[config.mk]
export PLATFORM = sky130hd
export DESIGN_NAME = if_fetch_stage
export DESIGN_NICKNAME = d
export VERILOG_FILES = /design/src/rtl/cpu_pkg.sv /design/src/rtl/if_hold_buf.sv /design/src/rtl/if_fetch_stage.sv
export SDC_FILE = /design/constraint.sdc
export NUM_CORES = 1
export LEC_CHECK = 0
export CORE_ASPECT_RATIO = 1.4
export CORE_UTILIZATION = 65
export CTS_BUF_LIST = sky130_fd_sc_hd__clkbuf_16
export CTS_CLUSTER_SIZE = 25
export DETAILED_ROUTE_END_ITERATION = 8
export DONT_BUFFER_PORTS = 1
export PLACE_DENSITY_LB_ADDON = 0.08
export SKIP_LAST_GASP = 1
export SLEW_MARGIN = 30
export SYNTH_ARGS = -nofsm -noshare
export SYNTH_HDL_FRONTEND = slang
export SYNTH_HIERARCHICAL = 1
export SYNTH_SLANG_ARGS = --single-unit
[constraint.sdc]
create_clock -name clk -period 4.9 [get_ports clk]
set_input_delay 0.98 -clock clk [delete_from_list [all_inputs] [get_ports clk]]
set_output_delay 0.98 -clock clk [all_outputs]
set_load 0.1 [all_outputs]
[src/rtl/cpu_pkg.sv]
// Shared CPU definitions: fetch-stage state encoding, reset entry point and
// the opcode constants used by the control decode.
package cpu_pkg;

  typedef enum logic [2:0] {
    IF_IDLE,
    IF_REQ,
    IF_WAIT,
    IF_KILL,
    IF_HOLD
  } if_state_e;

  localparam logic [31:0] RESET_PC_DEFAULT = 32'h0000_0080;
  localparam logic [31:0] NOP_INS          = 32'h0000_0000;

  localparam logic [5:0] OP_J    = 6'd2;
  localparam logic [5:0] OP_BEQ  = 6'd4;
  localparam logic [5:0] OP_ADDI = 6'd8;
  localparam logic [5:0] OP_LW   = 6'd35;
  localparam logic [5:0] OP_SW   = 6'd43;

endpackage

[src/rtl/if_hold_buf.sv]
// One-entry instruction/PC buffer that parks a memory response arriving
// while decode is stalled; clear (flush) wins over load and drain.
module if_hold_buf
  import cpu_pkg::*;
#(
  parameter int AW = 32
) (
  input  logic          clk,
  input  logic          rst_n,
  input  logic          load,
  input  logic          drain,
  input  logic          clear,
  input  logic [31:0]   ins_d,
  input  logic [AW-1:0] pc_d,
  output logic          valid,
  output logic [31:0]   ins,
  output logic [AW-1:0] pc
);

  // NOTE: data registers are reset as well, so the buffer never presents X
  // to the IF/ID register even if a drain were ever mis-sequenced.
  always_ff @(posedge clk or negedge rst_n) begin
    if (!rst_n) begin
      valid <= 1'b0;
      ins   <= NOP_INS;
      pc    <= '0;
    end else if (clear || drain) begin
      valid <= 1'b0;
    end else if (load) begin
      // NOTE: non-blocking assignments keep every flop reading pre-edge values.
      valid <= 1'b1;
      ins   <= ins_d;
      pc    <= pc_d;
    end
  end

endmodule

[src/rtl/if_fetch_stage.sv]
// Instruction-fetch stage: PC, single-outstanding imem handshake and IF/ID
// register. Optional counters fetch_cnt/kill_cnt under `IF_PERF_CNT_EN.
module if_fetch_stage
  import cpu_pkg::*;
#(
  parameter int            AW       = 32,
  parameter logic [AW-1:0] RESET_PC = AW'(RESET_PC_DEFAULT)
) (
  input  logic          clk,
  input  logic          rst_n,
  input  logic          int_req,
  input  logic [AW-1:0] entry_point,
  input  logic          redirect_valid,
  input  logic [AW-1:0] redirect_pc,
  input  logic          stall,
  output logic          imem_req,
  output logic [AW-1:0] imem_addr,
  input  logic          imem_gnt,
  input  logic          imem_valid,
  input  logic [31:0]   imem_rdata,
  output logic          if_id_valid,
  output logic [31:0]   if_id_ins,
  output logic [AW-1:0] if_id_pc,
  output logic [AW-1:0] if_id_pcp4
`ifdef IF_PERF_CNT_EN
  ,
  output logic [31:0]   fetch_cnt,
  output logic [15:0]   kill_cnt
`endif
);

  if_state_e     state_q;
  logic [AW-1:0] pc_q;
  logic [AW-1:0] pc_p4;
  logic          redir;
  logic [AW-1:0] redir_pc;
  logic          granted;
  logic          ifid_free;
  logic          take_new;
  logic          park;
  logic          take_hold;
  logic          drop;
  logic          hb_valid;
  logic [31:0]   hb_ins;
  logic [AW-1:0] hb_pc;

  // NOTE: every always_comb output gets a default first so no latch is inferred.
  always_comb begin
    redir    = 1'b0;
    redir_pc = pc_q;
    if (int_req) begin
      redir    = 1'b1;
      redir_pc = entry_point;
    end else if (redirect_valid) begin
      redir    = 1'b1;
      redir_pc = redirect_pc;
    end
  end

  assign pc_p4     = pc_q + AW'(4);
  assign granted   = imem_req && imem_gnt;
  assign ifid_free = !if_id_valid || !stall;
  assign take_new  = (state_q == IF_WAIT) && imem_valid && !redir && ifid_free;
  assign park      = (state_q == IF_WAIT) && imem_valid && !redir && !ifid_free;
  assign take_hold = (state_q == IF_HOLD) && !stall && !redir && hb_valid;
  assign drop      = imem_valid && ((state_q == IF_KILL) || ((state_q == IF_WAIT) && redir));

  // The request is raised one cycle after entering REQ so imem_addr is
  // always a registered copy of pc_q.
  always_ff @(posedge clk or negedge rst_n) begin
    if (!rst_n) begin
      state_q   <= IF_IDLE;
      pc_q      <= RESET_PC;
      imem_req  <= 1'b0;
      imem_addr <= RESET_PC;
    end else begin
      if (redir)                 pc_q <= redir_pc;
      else if (take_new || park) pc_q <= pc_p4;

      case (state_q)
        IF_IDLE: state_q <= IF_REQ;
        IF_REQ: begin
          if (granted) begin
            imem_req <= 1'b0;
            state_q  <= redir ? IF_KILL : IF_WAIT;
          end else if (redir) begin
            imem_req <= 1'b0;
          end else begin
            imem_req  <= 1'b1;
            imem_addr <= {pc_q[AW-1:2], 2'b00};
          end
        end
        IF_WAIT: begin
          if (redir)           state_q <= imem_valid ? IF_REQ : IF_KILL;
          else if (take_new)   state_q <= IF_REQ;
          else if (park)       state_q <= IF_HOLD;
        end
        IF_KILL: if (imem_valid) state_q <= IF_REQ;
        IF_HOLD: if (redir || !stall) state_q <= IF_REQ;
        default: state_q <= IF_IDLE;
      endcase
    end
  end

  always_ff @(posedge clk or negedge rst_n) begin
    if (!rst_n) begin
      if_id_valid <= 1'b0;
      if_id_ins   <= NOP_INS;
      if_id_pc    <= '0;
      if_id_pcp4  <= '0;
    end else if (redir) begin
      if_id_valid <= 1'b0;
    end else if (take_new) begin
      if_id_valid <= 1'b1;
      if_id_ins   <= imem_rdata;
      if_id_pc    <= pc_q;
      if_id_pcp4  <= pc_p4;
    end else if (take_hold) begin
      if_id_valid <= 1'b1;
      if_id_ins   <= hb_ins;
      if_id_pc    <= hb_pc;
      if_id_pcp4  <= hb_pc + AW'(4);
    end else if (!stall) begin
      if_id_valid <= 1'b0;
    end
  end

  if_hold_buf #(.AW(AW)) u_hold_buf (
    .clk   (clk),
    .rst_n (rst_n),
    .load  (park),
    .drain (take_hold),
    .clear (redir),
    .ins_d (imem_rdata),
    .pc_d  (pc_q),
    .valid (hb_valid),
    .ins   (hb_ins),
    .pc    (hb_pc)
  );

`ifdef IF_PERF_CNT_EN
  always_ff @(posedge clk or negedge rst_n) begin
    if (!rst_n) begin
      fetch_cnt <= '0;
      kill_cnt  <= '0;
    end else begin
      if (take_new || take_hold) fetch_cnt <= fetch_cnt + 32'd1;
      if (drop)                  kill_cnt  <= kill_cnt + 16'd1;
    end
  end
`endif

endmodule

# Yosys cells after proc, flatten, opt, wreduce, memory -nomap -nowiden
# Cells that the tools add are included.
# word_totals
reg_bits,228
elab_cells,80
# classes
n_eq_ne,10
muxes,29
n_reduce_logical,25
bitwise_logic,3
add_sub_neg,2
# op_table
op,n
32-bit 2-to-1 mux,10
"32-bit by 3-bit adder with 32-bit output, second input constant",2
3-bit 2-to-1 mux,6
3-bit one-hot mux with 5 select lines,1
1-bit 2-to-1 mux,11
1-bit logical AND,8
"3-bit by 2-bit equality test with 1-bit output, second input constant",2
2-bit AND reduction,3
2-bit nonzero test,3
1-bit zero test,4
1-bit logical OR,4
"2-bit != test, second input constant",2
"4-bit by 1-bit != test with 1-bit output, second input constant",1
"4-bit != test, second input constant",1
4-bit AND reduction,1
"3-bit by 1-bit equality test with 1-bit output, second input constant",1
"3-bit equality test, second input constant",1
3-bit zero test,1
"3-bit != test, second input constant",1
1-bit NOT,3
3-bit AND reduction,1
2-bit 2-to-1 mux,1
"2-bit by 1-bit != test with 1-bit output, second input constant",1

# Depth between registers and ports, before layout
# depth
ltp_word,9
ltp_mapped,10

# Modules after synthesis
# Netlist, hierarchy kept.
# by_module_without_submodules
mod,n_inst,cells_each,seq_area_each_um2,area_per_inst_um2
if_fetch_stage,1,959,4031.4,8752.1
if_hold_buf,1,139,1626.6,2725.1

# Worst setup path before layout
# Ideal clock, no wire load.
# synth_path
path_type,input-to-reg
startpoint,input redirect_valid
endpoint,register u_hold_buf.ins[0]
n_path_buf,3
setup_slack_ps,2189
required_ps,4775
arrival_ps,2586
stages,8
path_cell_list,nor4_1 > nand4b_1 > inv_2 > buf_1 > nor3b_2 > buf_6 > buf_12 > mux2_4
# synth_via
elab_chain_cells,8
word_cells_on_any_way,10
classes_between,2 x mux; 1 x bitwise; 7 x reduce/logical
# synth_lines
item,line_no,rtl
start: declaration,if_fetch_stage.sv:13,"input logic redirect_valid,"
1-bit 2-to-1 mux,if_fetch_stage.sv:54,end else if (redirect_valid) begin
1-bit 2-to-1 mux,if_fetch_stage.sv:51,if (int_req) begin
1-bit zero test,if_fetch_stage.sv:65,assign take_hold = (state_q == IF_HOLD) && !stall && !redir && hb_valid;
1-bit logical AND (2 in series),if_fetch_stage.sv:65,
via take_hold,if_fetch_stage.sv:41,logic take_hold;
1-bit logical OR,if_hold_buf.sv:27,end else if (clear || drain) begin
1-bit NOT (no source line),n/a,
2-bit AND reduction (no source line),n/a,
end signal: assignment,if_hold_buf.sv:32,ins <= ins_d;
end: declaration,if_hold_buf.sv:16,"output logic [31:0] ins,"
# The timed path passes the listed nets, and every way through them passes these cells.
# A chain may end at the register's enable or synchronous reset.

# Worst setup path after layout
# layout_path
startpoint,input redirect_valid
endpoint,register imem_addr[6]
# layout_via
elab_chain_cells,4
# layout_lines
item,line_no,rtl
1-bit 2-to-1 mux,if_fetch_stage.sv:54,
1-bit 2-to-1 mux,if_fetch_stage.sv:51,
1-bit NOT (no source line),n/a,
3-bit AND reduction (no source line),n/a,
end signal: assignment,if_fetch_stage.sv:90,"imem_addr <= {pc_q[AW-1:2], 2'b00};"
end: declaration,if_fetch_stage.sv:17,"output logic [AW-1:0] imem_addr,"
# No other way between the ends.

==> run_results.csv <==
group,metric,value,unit
logic_synthesis,syn-instance-count,1098,
placed_design,gp_congestion,0.881,
grt,grt_usage,30.5,%
die,std_cell_rows,57,
timing,maxSlewHeadroom,32.8,%
timing,min_period,3.19,ns
die,boundaryPins,233,
logic_synthesis,yosys.area_share.adder,0.218,%
run_status,status,"finished, final reports clean",
logic_synthesis,avgSynthCellArea,10.5,um^2
clocking,ctsHtreeMaxLevel,1,
cells_and_area,final_cell_count_no_fill,1293,
logic_synthesis,yosysMostFrequentCell,"dfrtp_1",
die,die_h,159,um
worst_hold_path,hp-class,"input port to async pin",
timing,hold_violations,0,
cells_and_area,antenna_cells,0,
clocking,root_buffer,"clkbuf_16",
power,vdd_drop_max,545,uV
route,first_iter_violations,496,
timing,setup_viol,0,
route,post_drt_via_cell_ratio,6.27,
clocking,cts_buffer_depth,3,
placed_design,dp.cells,1254,
critical_path,crit_arrival,3.57,ns
clocking,post_cts_resized,0,
logic_synthesis,ys_types,68,
clocking,post-cts-setup-buffer-count,0,
cells_and_area,num-fill-cells,1387,
power,p_per_area,708,nW/um^2
grt,grt_max_degree,227,
logic_synthesis,synth_top_cells_by_count,"224 x dfrtp_1, 143 x nand2_1, 123 x nor2_1, 60 x mux2_4, 41 x a31oi_1",
logic_synthesis,synth_mux_area_share,12.2,%
cells_and_area,nets,1148,
logic_synthesis,synth-compound-area-share,10.6,%
grt,grt_first_pass_wirelength,43400,um
cells_and_area,area_growth,4.25,%
critical_path,cp.required,5.28,ns
clocking,cts_made_buffers,23,
timing,worstMarginPinSlew,1.01,ns
placed_design,port_buffers,0,
critical_path,critPathKind,"input port to flip-flop",
logic_synthesis,syn-cell-area,11500,um^2
route,wl_per_cell,21.2,um
run,drv_cap,0,
critical_path,critPathMaxFanout,22,
logic_synthesis,synth-seq-cells,226,
clocking,insertion_delay,0.50,ns
timing,timing.fmax,314,MHz
route,vias,8105,
clocking,clock-sinks,226,
die,start_util,66.2,%
power,static-leakage-power,0.00519,uW
clocking,cts_tree,"built",
critical_path,worst_setup_path_start_kind,"input port",
logic_synthesis,yosys.area_share.simple,17.2,%
route,routed_wl,27400,um
logic_synthesis,synth_top_family_by_area,"simple AND/OR/NAND/NOR gates",
grt,antenna_found_initial,0,
die,die_w,114,um
timing,fin_skew,0.0117,ns
timing,rsz0062_at_grt,"false",
clocking,clk_pin_slew_worst_paths,0.06,ns
die,die_area,18200,um^2
grt,overflow,0,
logic_synthesis,ys.warnings.count,6,
logic_synthesis,synth_xor_area_share,4.73,%
logic_synthesis,ys_seq_area_share,49.3,%
cells_and_area,drive_above_1_share,15.3,%
die,core,17300,um^2
grt,grt_pass1_vias,7778,
logic_synthesis,synth_area_leaders,"dfrtp_1 49%, mux2_4 7.8%, nand2_1 4.7%, nor2_1 4.0%, mux2_2 3.3%",
critical_path,end_kind,"flip-flop",
route,drc,0,
logic_synthesis,synthFlopType,"dfrtp_1",
clocking,hold_buffers,0,
logic_synthesis,synthArstFlopShare,100,%
timing,post-route-period-util,65.0,%
logic_synthesis,yosysTopAreaCellShare,48.8,%
route,drtPass1Iterations,5,
timing,setup_tns,0,ns
logic_synthesis,synth_edf_count,0,
timing,maxSlewViolCount,0,
route,ant_nets,0,
placed_design,place_hpwl,18300,um
logic_synthesis,synth_area_leader_cell,"dfrtp_1",
==> placed cells by master (no fill, tap or decap), types with 11 or more instances in the layout <==
cell / instances
inv_1: 14
mux2_2: 34
a22oi_1: 15
mux2_4: 60
a21oi_1: 23
xnor2_1: 39
nor2_1: 123
o22ai_1: 36
nand2_1: 143
nor3_1: 18
nand3_1: 33
nor4_1: 11
o21ai_0: 35
buf_4: 11
a31oi_1: 41
dfrtp_1: 222
nand4_1: 26
clkbuf_16: 23
xor2_1: 23
mux2i_1: 11
==> power by group <==
group          total [uW]  internal [uW]  switching, uW
logic                 700            389            311
registers            6130           2270           3860
clock network        1640            950            693
==> sequential cells by signal, summed over array words and instances (netlist names), 3 cells and up <==
name and count:
if_id_ins 32, u_hold_buf/pc 32, if_id_pcp4 30, if_id_pc 32, pc_q 32, imem_addr 30
state_q 3, u_hold_buf/ins 32
==> area by class of cell <==
cell class	count	area (um^2)	area share (%)
flip-flops and latches	226	5660	47.3
clock buffers	23	576	4.81
inverters	10	37.5	0.314
repair buffers	11	82.6	0.690
multi-input cells	771	5200	43.4
well taps	236	295	2.47
clock inverters	16	118	0.983
==> per-layer routing <==
metal / GRT usage [%] / up-vias / share of wire [%] / wire length [um]
li1: - / 3784 / - / -
met1: 42.1 / 3932 / 42 / 11600
met2: 47.6 / 341 / 47 / 12800
met3: 6.70 / 48 / 8.1 / 2230
met4: 10.7 / 0 / 2.7 / 748
met5: 0 / - / 0 / 0
==> final timing paths <==
check	startpoint	endpoint	slack, ns	cells past startpoint
max reg2reg	state_q[2]	u_hold_buf/ins[27]	1.82	6
min in group clk	u_hold_buf/ins[28]	u_hold_buf/ins[28]	0.51	1
min	rst_n	u_hold_buf/ins[20]	0.18	0
max in group asynchronous	rst_n	pc_q[23]	4.44	0
max	redirect_valid	imem_addr[6]	1.71	5
min reg2reg	u_hold_buf/ins[28]	u_hold_buf/ins[28]	0.51	1
==> through the flow <==
| step | total power (uW) | cell area (um^2) | hold WS, ns | setup WS (ns) | util, % |
|---|---|---|---|---|---|
| after global routing | 8740 | 12000 | 0.154 | 1.60 | 69.0 |
| after global placement | 6830 | 11300 | 0.489 | 1.33 | 65.0 |
| after detailed placement | 6870 | 11300 | 0.493 | 1.23 | 65.0 |
| after floorplan | 6650 | 11500 | 0.476 | 2.19 | - |
| final | 8470 | 12000 | 0.177 | 1.71 | 69.0 |
| after CTS | 8520 | 12000 | 0.157 | 1.76 | 69.0 |
==> cells by family (layout without fill, tap and decap cells) <==
family / count (synthesis) / after routing
and+or+nand+nor: 411 / 411
DFF: 226 / 226
buffers and inverters: 102 / 60
adders and majority gates: 2 / 2
muxes: 106 / 106
AOI/OAI and AO/OA: 188 / 188
xor gates and xnor gates: 62 / 62
other: 1 / 2
==> critical path, cell delays in order <==
cell and delay, ns:
nor2_1 0.56, inv_1 0.53, or4_1 0.84, buf_4 0.33
mux2_2 0.31
Power figures use the tool's default switching activity.
